### config.mk
export PLATFORM = sky130hd
export DESIGN_NAME = ltc_data_monitor
export DESIGN_NICKNAME = d
export VERILOG_FILES = /design/src/rtl/fmc_adc_pkg.sv /design/src/rtl/sat_counter.sv /design/src/rtl/ltc_data_monitor.sv
export SDC_FILE = /design/constraint.sdc
export NUM_CORES = 1
export LEC_CHECK = 0
export CAP_MARGIN = 20
export CORE_AREA = 2 2 90 92
export CTS_CLUSTER_DIAMETER = 40
export DETAILED_ROUTE_END_ITERATION = 10
export DIE_AREA = 0 0 92 94
export PLACE_DENSITY_LB_ADDON = 0.12
export SYNTH_ARGS = -nofsm -noshare
export SYNTH_HDL_FRONTEND = slang
export SYNTH_SLANG_ARGS = --single-unit
### constraint.sdc
create_clock -name adc_clk_i -period 4.5 [get_ports adc_clk_i]
set_input_delay 0.9 -clock adc_clk_i [delete_from_list [all_inputs] [get_ports adc_clk_i]]
set_output_delay 0.9 -clock adc_clk_i [all_outputs]
set_load 0.02 [all_outputs]
### src/rtl/fmc_adc_pkg.sv
// fmc_adc_pkg: checker state encoding shared by the ADC data monitor blocks
package fmc_adc_pkg;
  typedef logic [1:0] chk_state_t;
  localparam chk_state_t c_CHK_IDLE = 2'd0;
  localparam chk_state_t c_CHK_SEEK = 2'd1;
  localparam chk_state_t c_CHK_LOCK = 2'd2;
endpackage

### src/rtl/sat_counter.sv
// sat_counter: saturating up-counter with priority clear
//   clk_i/rst_n_i : clock, async active-low reset
//   inc_i         : count up by one, holds at all-ones
//   clr_i         : synchronous clear, wins over inc_i
//   cnt_o         : current count
module sat_counter #(
  parameter int g_width = 16
) (
  input  logic               clk_i,
  input  logic               rst_n_i,
  input  logic               inc_i,
  input  logic               clr_i,
  output logic [g_width-1:0] cnt_o
);
  logic [g_width-1:0] cnt_d, cnt_q;
  always_comb cnt_d = clr_i ? '0 : (inc_i && !(&cnt_q)) ? cnt_q + g_width'(1) : cnt_q;
  always_ff @(posedge clk_i or negedge rst_n_i)
    if (!rst_n_i) cnt_q <= '0;
    else cnt_q <= cnt_d;
  assign cnt_o = cnt_q;
endmodule

### src/rtl/ltc_data_monitor.sv
// ltc_data_monitor: LTC2208 sample formatter, overflow statistics and test-pattern checker
//   adc_clk_i/rst_n_i   : ADC clock, async active-low reset
//   adc_data_i/valid_i  : capture word {ov, data}, qualifier
//   fmt_twos_i          : 1 two's complement input, 0 offset binary
//   chk_en_i/mode_i     : checker enable, 0 ramp / 1 fixed pattern
//   chk_pattern_i       : expected word in fixed mode
//   cnt_clr_i           : clears ov counter, ov sticky and checker error counter
//   adc_data_o/ov_o/valid_o : registered two's complement sample
//   ov_sticky_o/ov_cnt_o    : overflow statistics
//   chk_state_o/lock_o/err_cnt_o : checker status
module ltc_data_monitor
  import fmc_adc_pkg::*;
#(
  parameter int g_num_bits      = 16,
  parameter int g_ov_cnt_width  = 16,
  parameter int g_err_cnt_width = 16,
  parameter int g_lock_count    = 8
) (
  input  logic                       adc_clk_i,
  input  logic                       rst_n_i,
  input  logic [g_num_bits:0]        adc_data_i,
  input  logic                       adc_valid_i,
  input  logic                       fmt_twos_i,
  input  logic                       chk_en_i,
  input  logic                       chk_mode_i,
  input  logic [g_num_bits-1:0]      chk_pattern_i,
  input  logic                       cnt_clr_i,
  output logic [g_num_bits-1:0]      adc_data_o,
  output logic                       adc_ov_o,
  output logic                       adc_valid_o,
  output logic                       ov_sticky_o,
  output logic [g_ov_cnt_width-1:0]  ov_cnt_o,
  output logic [1:0]                 chk_state_o,
  output logic                       chk_lock_o,
  output logic [g_err_cnt_width-1:0] chk_err_cnt_o
);
  localparam int c_mw = $clog2(g_lock_count + 1);
  logic [g_num_bits-1:0] raw, data_d, data_q, exp_d, exp_q;
  logic ov_d, ov_q, valid_d, valid_q, sticky_d, sticky_q, first_d, first_q, match_ok, ov_hit, err_inc;
  logic [c_mw-1:0] match_d, match_q;
  chk_state_t state_d, state_q;
  assign raw = adc_data_i[g_num_bits-1:0];
  assign ov_hit = adc_valid_i & adc_data_i[g_num_bits];
  // The first ramp sample after entering SEEK only seeds exp, so it never counts as a match.
  assign match_ok = chk_mode_i ? (raw == chk_pattern_i) : (raw == exp_q) & ~first_q;
  assign err_inc = (state_q == c_CHK_LOCK) & adc_valid_i & ~match_ok;
  always_comb begin
    data_d = adc_valid_i ? (fmt_twos_i ? raw : {~raw[g_num_bits-1], raw[g_num_bits-2:0]}) : data_q;
    ov_d = adc_valid_i ? adc_data_i[g_num_bits] : ov_q;
    valid_d = adc_valid_i;
    sticky_d = cnt_clr_i ? 1'b0 : sticky_q | ov_hit;
  end
  always_comb begin
    state_d = state_q;
    exp_d = exp_q;
    match_d = match_q;
    first_d = first_q;
    if (state_q == c_CHK_IDLE) begin
      match_d = '0;
      first_d = 1'b1;
      if (chk_en_i) state_d = c_CHK_SEEK;
    end else if (adc_valid_i) begin
      exp_d = chk_mode_i ? chk_pattern_i : raw + g_num_bits'(1);
      first_d = 1'b0;
      if (state_q == c_CHK_SEEK) begin
        match_d = match_ok ? match_q + c_mw'(1) : '0;
        if (match_d == c_mw'(g_lock_count)) state_d = c_CHK_LOCK;
      end
    end
    if (!chk_en_i) state_d = c_CHK_IDLE;
  end
  always_comb begin
    chk_state_o = state_q;
    chk_lock_o = state_q == c_CHK_LOCK;
  end
  always_ff @(posedge adc_clk_i or negedge rst_n_i)
    if (!rst_n_i) begin
      data_q <= '0;
      ov_q <= 1'b0;
      valid_q <= 1'b0;
      sticky_q <= 1'b0;
      state_q <= c_CHK_IDLE;
      exp_q <= '0;
      match_q <= '0;
      first_q <= 1'b0;
    end else begin
      data_q <= data_d;
      ov_q <= ov_d;
      valid_q <= valid_d;
      sticky_q <= sticky_d;
      state_q <= state_d;
      exp_q <= exp_d;
      match_q <= match_d;
      first_q <= first_d;
    end
  sat_counter #(.g_width(g_ov_cnt_width)) u_ov_cnt (
    .clk_i(adc_clk_i), .rst_n_i(rst_n_i), .inc_i(ov_hit), .clr_i(cnt_clr_i), .cnt_o(ov_cnt_o)
  );
  sat_counter #(.g_width(g_err_cnt_width)) u_err_cnt (
    .clk_i(adc_clk_i), .rst_n_i(rst_n_i), .inc_i(err_inc), .clr_i(cnt_clr_i), .cnt_o(chk_err_cnt_o)
  );
  assign adc_data_o = data_q;
  assign adc_ov_o = ov_q;
  assign adc_valid_o = valid_q;
  assign ov_sticky_o = sticky_q;
endmodule
* Yosys cells after proc, flatten, opt, wreduce, memory -nomap -nowiden
Cells that the tools add are included. W data, S select, Z words.
Operators by class: eq/ne operators 8, bitwise logic cells 9, add/subtract/negate cells 4, reduce and logical (&&, ||, !) cells 14, multiplexer cells 19
Operators with widths (count):
- $mux W16 | 6
- $add A16 B1 Y16 const B | 3
- $eq A16 B16 Y1 | 2
- $reduce_and A16 Y1 | 2
- $mux W4 | 4
- $mux W2 | 5
- $reduce_bool A2 Y1 | 4
- $ne A3 B1 Y1 const B | 2
- $add A4 B1 Y4 const B | 1
- $and A1 B1 Y1 | 4
- $eq A4 B4 Y1 const B | 1
- $mux W1 | 4
- $not A1 Y1 | 4
- $reduce_and A2 Y1 | 2
- $ne A3 B2 Y1 const B | 1
- $reduce_and A3 Y1 | 1
- $eq A2 B1 Y1 const B | 1
- $eq A2 B2 Y1 const B | 1
- $logic_and A1 B1 Y1 | 2
- $logic_not A1 Y1 | 2
- $logic_not A2 Y1 | 1
- $or A1 B1 Y1 | 1
Storage, ports and cells: input port bits 40, output and inout port bits 54, word-level logic and storage cells 64, register bits after elaboration 74

* Depth between registers and ports, before layout
word-level depth 10, mapped depth 10, gate-level depth less buffers 8

* Cells and area by module
A second synthesis with hierarchy kept.
Unflattened totals: cell total of the unflattened synthesis 475, area, all modules 4499.3 um^2
Modules (own cells, without submodules):
- ltc_data_monitor | area each 2492.4 um^2, seq. area each 1051.0 um^2, instances 1, cells each 259
- sat_counter | area each 1003.5 um^2, seq. area each 400.4 um^2, instances 2, cells each 108

* Worst setup path after synthesis
Ideal clock, no wire load.
path kind input-to-reg, from input port adc_data_i[7], to register u_err_cnt.cnt_q[1] (netlist: u_err_cnt.cnt_o[1]), library setup time 132 ps, data arrival time 2262 ps, required time 4368 ps, setup slack 2106 ps, stages 9, buffers on the path 3, cells stage by stage buf_2 > xor2_1 > nor4_2 > nand4_4 > nand3_2 > buf_6 > buf_12 > mux2i_1 > nor2_1
On the way: longest elaborated chain between the ends 7, elaborated cells between the ends (all ways) 8, those cells by class 2 x eq/ne; 1 x mux; 3 x bitwise; 2 x reduce/logical
RTL lines:
- start: declaration | line ltc_data_monitor.sv:21 | input logic [g_num_bits:0] adc_data_i,
- $eq A16 B16 Y1 | line ltc_data_monitor.sv:45 | assign match_ok = chk_mode_i ? (raw == chk_pattern_i) : (raw == exp_q) & ~first_q;
- $and A1 B1 Y1 | line ltc_data_monitor.sv:45
- $mux W1 (*) | line ltc_data_monitor.sv:45
- $not A1 Y1 (*) | line ltc_data_monitor.sv:46 | assign err_inc = (state_q == c_CHK_LOCK) & adc_valid_i & ~match_ok;
- $and A1 B1 Y1 (*) | line ltc_data_monitor.sv:46
- $logic_and A1 B1 Y1 (*) | line sat_counter.sv:16 | always_comb cnt_d = clr_i ? '0 : (inc_i && !(&cnt_q)) ? cnt_q + g_width'(1) : cnt_q;
- $reduce_bool A2 Y1 (no source line) (*)
- end signal: assignment | line sat_counter.sv:19 | else cnt_q <= cnt_d;
- end: declaration | line sat_counter.sv:15 | logic [g_width-1:0] cnt_d, cnt_q;
Mark *: on every way between the ends. The rest lies on a longest branch, timed or not. A chain may end at the register's enable or synchronous reset.

* Worst setup path in the final report
from input port chk_mode_i, to register u_err_cnt.cnt_q[15] (netlist: u_err_cnt.cnt_o[15])
On the way: longest elaborated chain between the ends 5
RTL lines:
- start: declaration | line ltc_data_monitor.sv:25 | input logic chk_mode_i,
- $mux W1 | line ltc_data_monitor.sv:45
- $not A1 Y1 | line ltc_data_monitor.sv:46
- $and A1 B1 Y1 | line ltc_data_monitor.sv:46
- $logic_and A1 B1 Y1 | line sat_counter.sv:16
- $reduce_bool A2 Y1 (no source line)
No other way between the ends.

==> run summary <==
Status: complete, no violations
Initial antenna violation count: 0
Initial drt markers: 110
Data required, critical path: 4.78 ns
DP Wirelength: 6670 um
Fmax: 327 MHz
R2R Path End: u_err_cnt.cnt_o[15]
Worst EP arrival: 3.34 ns
DR WL/cell: 15.3 um
Die H: 94 um
Clk pwr share: 0.359
Worst Tran Pin Value: 0.951 ns
Row count: 32
Clk pin slew, worst setup/hold paths: 0.08 ns
GRT Resource Usage Total: 0.230
Crit path time final: 3.06 ns
Hold Fails Final Rpt: 0
CTS tree: done
Final slew viol count: 0
Crit path launch type: primary input
Internal power: 1.10 mW
Buffers on Ports: 93
Synthesized cell area: 4130 um^2
Static leakage: 2.08 nW
Synth cell types: 46
Switching power: 0.427 mW
Final TNS setup: 0 ns
Vias/cell: 5.43
Routed Antenna Nets: 0
Tcrit/Tclk final: 0.680
Area grow syn2layout: 27.7%
Worst Path Class, Setup: primary input to flop
Layout cells sized above 1: 0.0961
Reg2reg setup slack: 1.92 ns
Setup-failing EPs final: 0
Global-route wire length before repair: 15,700 um
Dpl ws: 1.10 ns
TritonCTS Buffers: 9
Final #Nets: 549
Die area: 8650 um^2
FF-to-FF path depth: 7
Synth top area share: 0.449
Worst vdd ir: 0.213 mV
Most used DFF post-synth: dfrtp_1
Critical Path End Type: flop
Clk Latency, worst-skew pair: 0.36 ns
ANT cells: 0
Critical R2R Launch: u_err_cnt.cnt_o[0]
Seq/Total Area, Yosys: 0.449
Post-Syn Nets: 467
Hold Path Sink: first_q
H-tree Lvls: 3
Warnings from Yosys: 0
Crit path max fanout: 29
Number of global-route vias before repair: 3,260
Grt total ovfl: 0
Flop pwr share: 0.476
Die Wd: 92 um
Leading area contributor after synthesis: dfrtp_1
Setup Skew: 0.0143 ns
Asr flop ratio synth: 1.00
RD Place Congestion: 0.812
Ports: 94
Final worst setup slack: 1.44 ns
Core Area: 7610 um^2
Syn Area/Cell: 9.76 um^2
PostCTS Resize Cnt: 0
Top cells by area, synth: dfrtp_1, xnor2_1, xor2_1
RSZ-0062 raised after global routing: false
Sw frac: 0.279
Most common cell after layout, fill and taps aside: clkdlybuf4s50_1
Power per cell area: 291 nW/um^2
Worst rel slew slack: 0.366
Min-delay src: first_q
Hold_buf cts: 0
Post-CTS setup buffers: 0
EDFF count, synth: 0
DRC: 0
Yosys reg bits: 74
Vias: 3,325
Hold path depth: 1
Cells after Synth: 423
Hold WC Path Type: flop to flop
Drt first pass iters: 4
Detailed Route WL: 9360 um
Root buffer cell: clkbuf_8
Comb pwr share: 0.164
Clock tree buffer depth: 2
Maxcap violations: 0
Most frequent cells in the layout: clkdlybuf4s50_1, dfrtp_1, xnor2_1, nor2_1, nand2_1
Largest net degree at the start of global routing: 75
Starting Density: 0.542
CTS sink count: 74
[through the flow]
step / hold slack, ns / instances / utilization / instance area (um^2) / power (mW)
floorplan: 0.458 / 423 / - / 4130 / 0.877
global placement: 0.479 / 596 / 0.665 / 5060 / 0.990
detailed placement: 0.483 / 596 / 0.665 / 5060 / 0.996
CTS: 0.507 / 612 / 0.693 / 5270 / 1.55
global route: 0.513 / 612 / 0.693 / 5270 / 1.60
finish: 0.505 / 612 / 0.693 / 5270 / 1.53
[state kept, by name (all words and copies together) (netlist names)]
register         cells
adc_valid_o          1
adc_ov_o             1
first_q              1
ov_sticky_o          1
u_ov_cnt.cnt_o      16
adc_data_o          16
chk_state_o          2
exp_q               16
match_q              4
u_err_cnt.cnt_o     16
[Yosys cell counts, types with 8 or more instances]
| master | count |
|---|---|
| buf_2 | 8 |
| xor2_1 | 25 |
| and3_1 | 9 |
| a21oi_1 | 27 |
| o21ai_0 | 23 |
| nor2_1 | 37 |
| or4_1 | 8 |
| dfrtp_1 | 74 |
| xnor2_1 | 39 |
| nand2_1 | 35 |
| inv_1 | 9 |
| nand3_1 | 16 |
| o31ai_1 | 8 |
| nand4_1 | 12 |
| mux2_2 | 17 |
| clkbuf_1 | 9 |
[worst max-delay path: stages]
cell and delay (ns):
clkdlybuf4s50_1 0.75, buf_4 0.37, nand4_4 0.09, nand3_2 0.40
or4_1 0.65, a21oi_1 0.16
[worst max-delay path by stage]
stage	startpoint	endpoint	slack (ns)
2_1_floorplan	adc_data_i[7]	u_err_cnt.cnt_o[1]	2.11
3_3_place_gp	chk_mode_i	u_err_cnt.cnt_o[15]	1.23
3_5_place_dp	chk_mode_i	u_err_cnt.cnt_o[15]	1.10
4_1_cts	chk_mode_i	u_err_cnt.cnt_o[15]	1.48
5_1_grt	chk_mode_i	u_err_cnt.cnt_o[15]	1.32
6_report	chk_mode_i	u_err_cnt.cnt_o[15]	1.44
[cell type report]
type,count,area [um^2]
sequential,74,1850
fill,607,2340
inverter,9,33.8
tap,102,128
timing repair buffer,97,958
clock buffer,10,138
clock inverter,6,72.6
multi-input combinational,314,2090
[logic make-up (layout without fill, tap and decap cells)]
group	Yosys count	after routing	synth area share
XOR/XNOR	64	64	0.136
AO/OA/AOI/OAI	72	72	0.0988
multiplexers	23	23	0.0622
adder cells (fa/ha/maj)	4	4	0.0121
flip-flops	74	74	0.449
buffers and inverters	35	122	0.0455
AND/OR/NAND/NOR	151	151	0.197
[power groups by stage]
stage	Sequential (mW)	Clock, mW	Combinational, mW
after floorplan	0.761	0	0.116
after global placement	0.740	0	0.250
after detailed placement	0.742	0	0.253
after CTS	0.730	0.563	0.255
after global routing	0.734	0.590	0.274
final	0.729	0.550	0.252
[layer usage]
layer | GRT usage | vias up | share of wire | wire length [um]
li1 | - | 1634 | - | -
met1 | 0.297 | 1604 | 0.45 | 4240
met2 | 0.380 | 74 | 0.48 | 4510
met3 | 0.0433 | 13 | 0.044 | 416
met4 | 0.102 | 0 | 0.021 | 197
met5 | 0 | - | 0 | 0
Power figures use the tool's default switching activity.
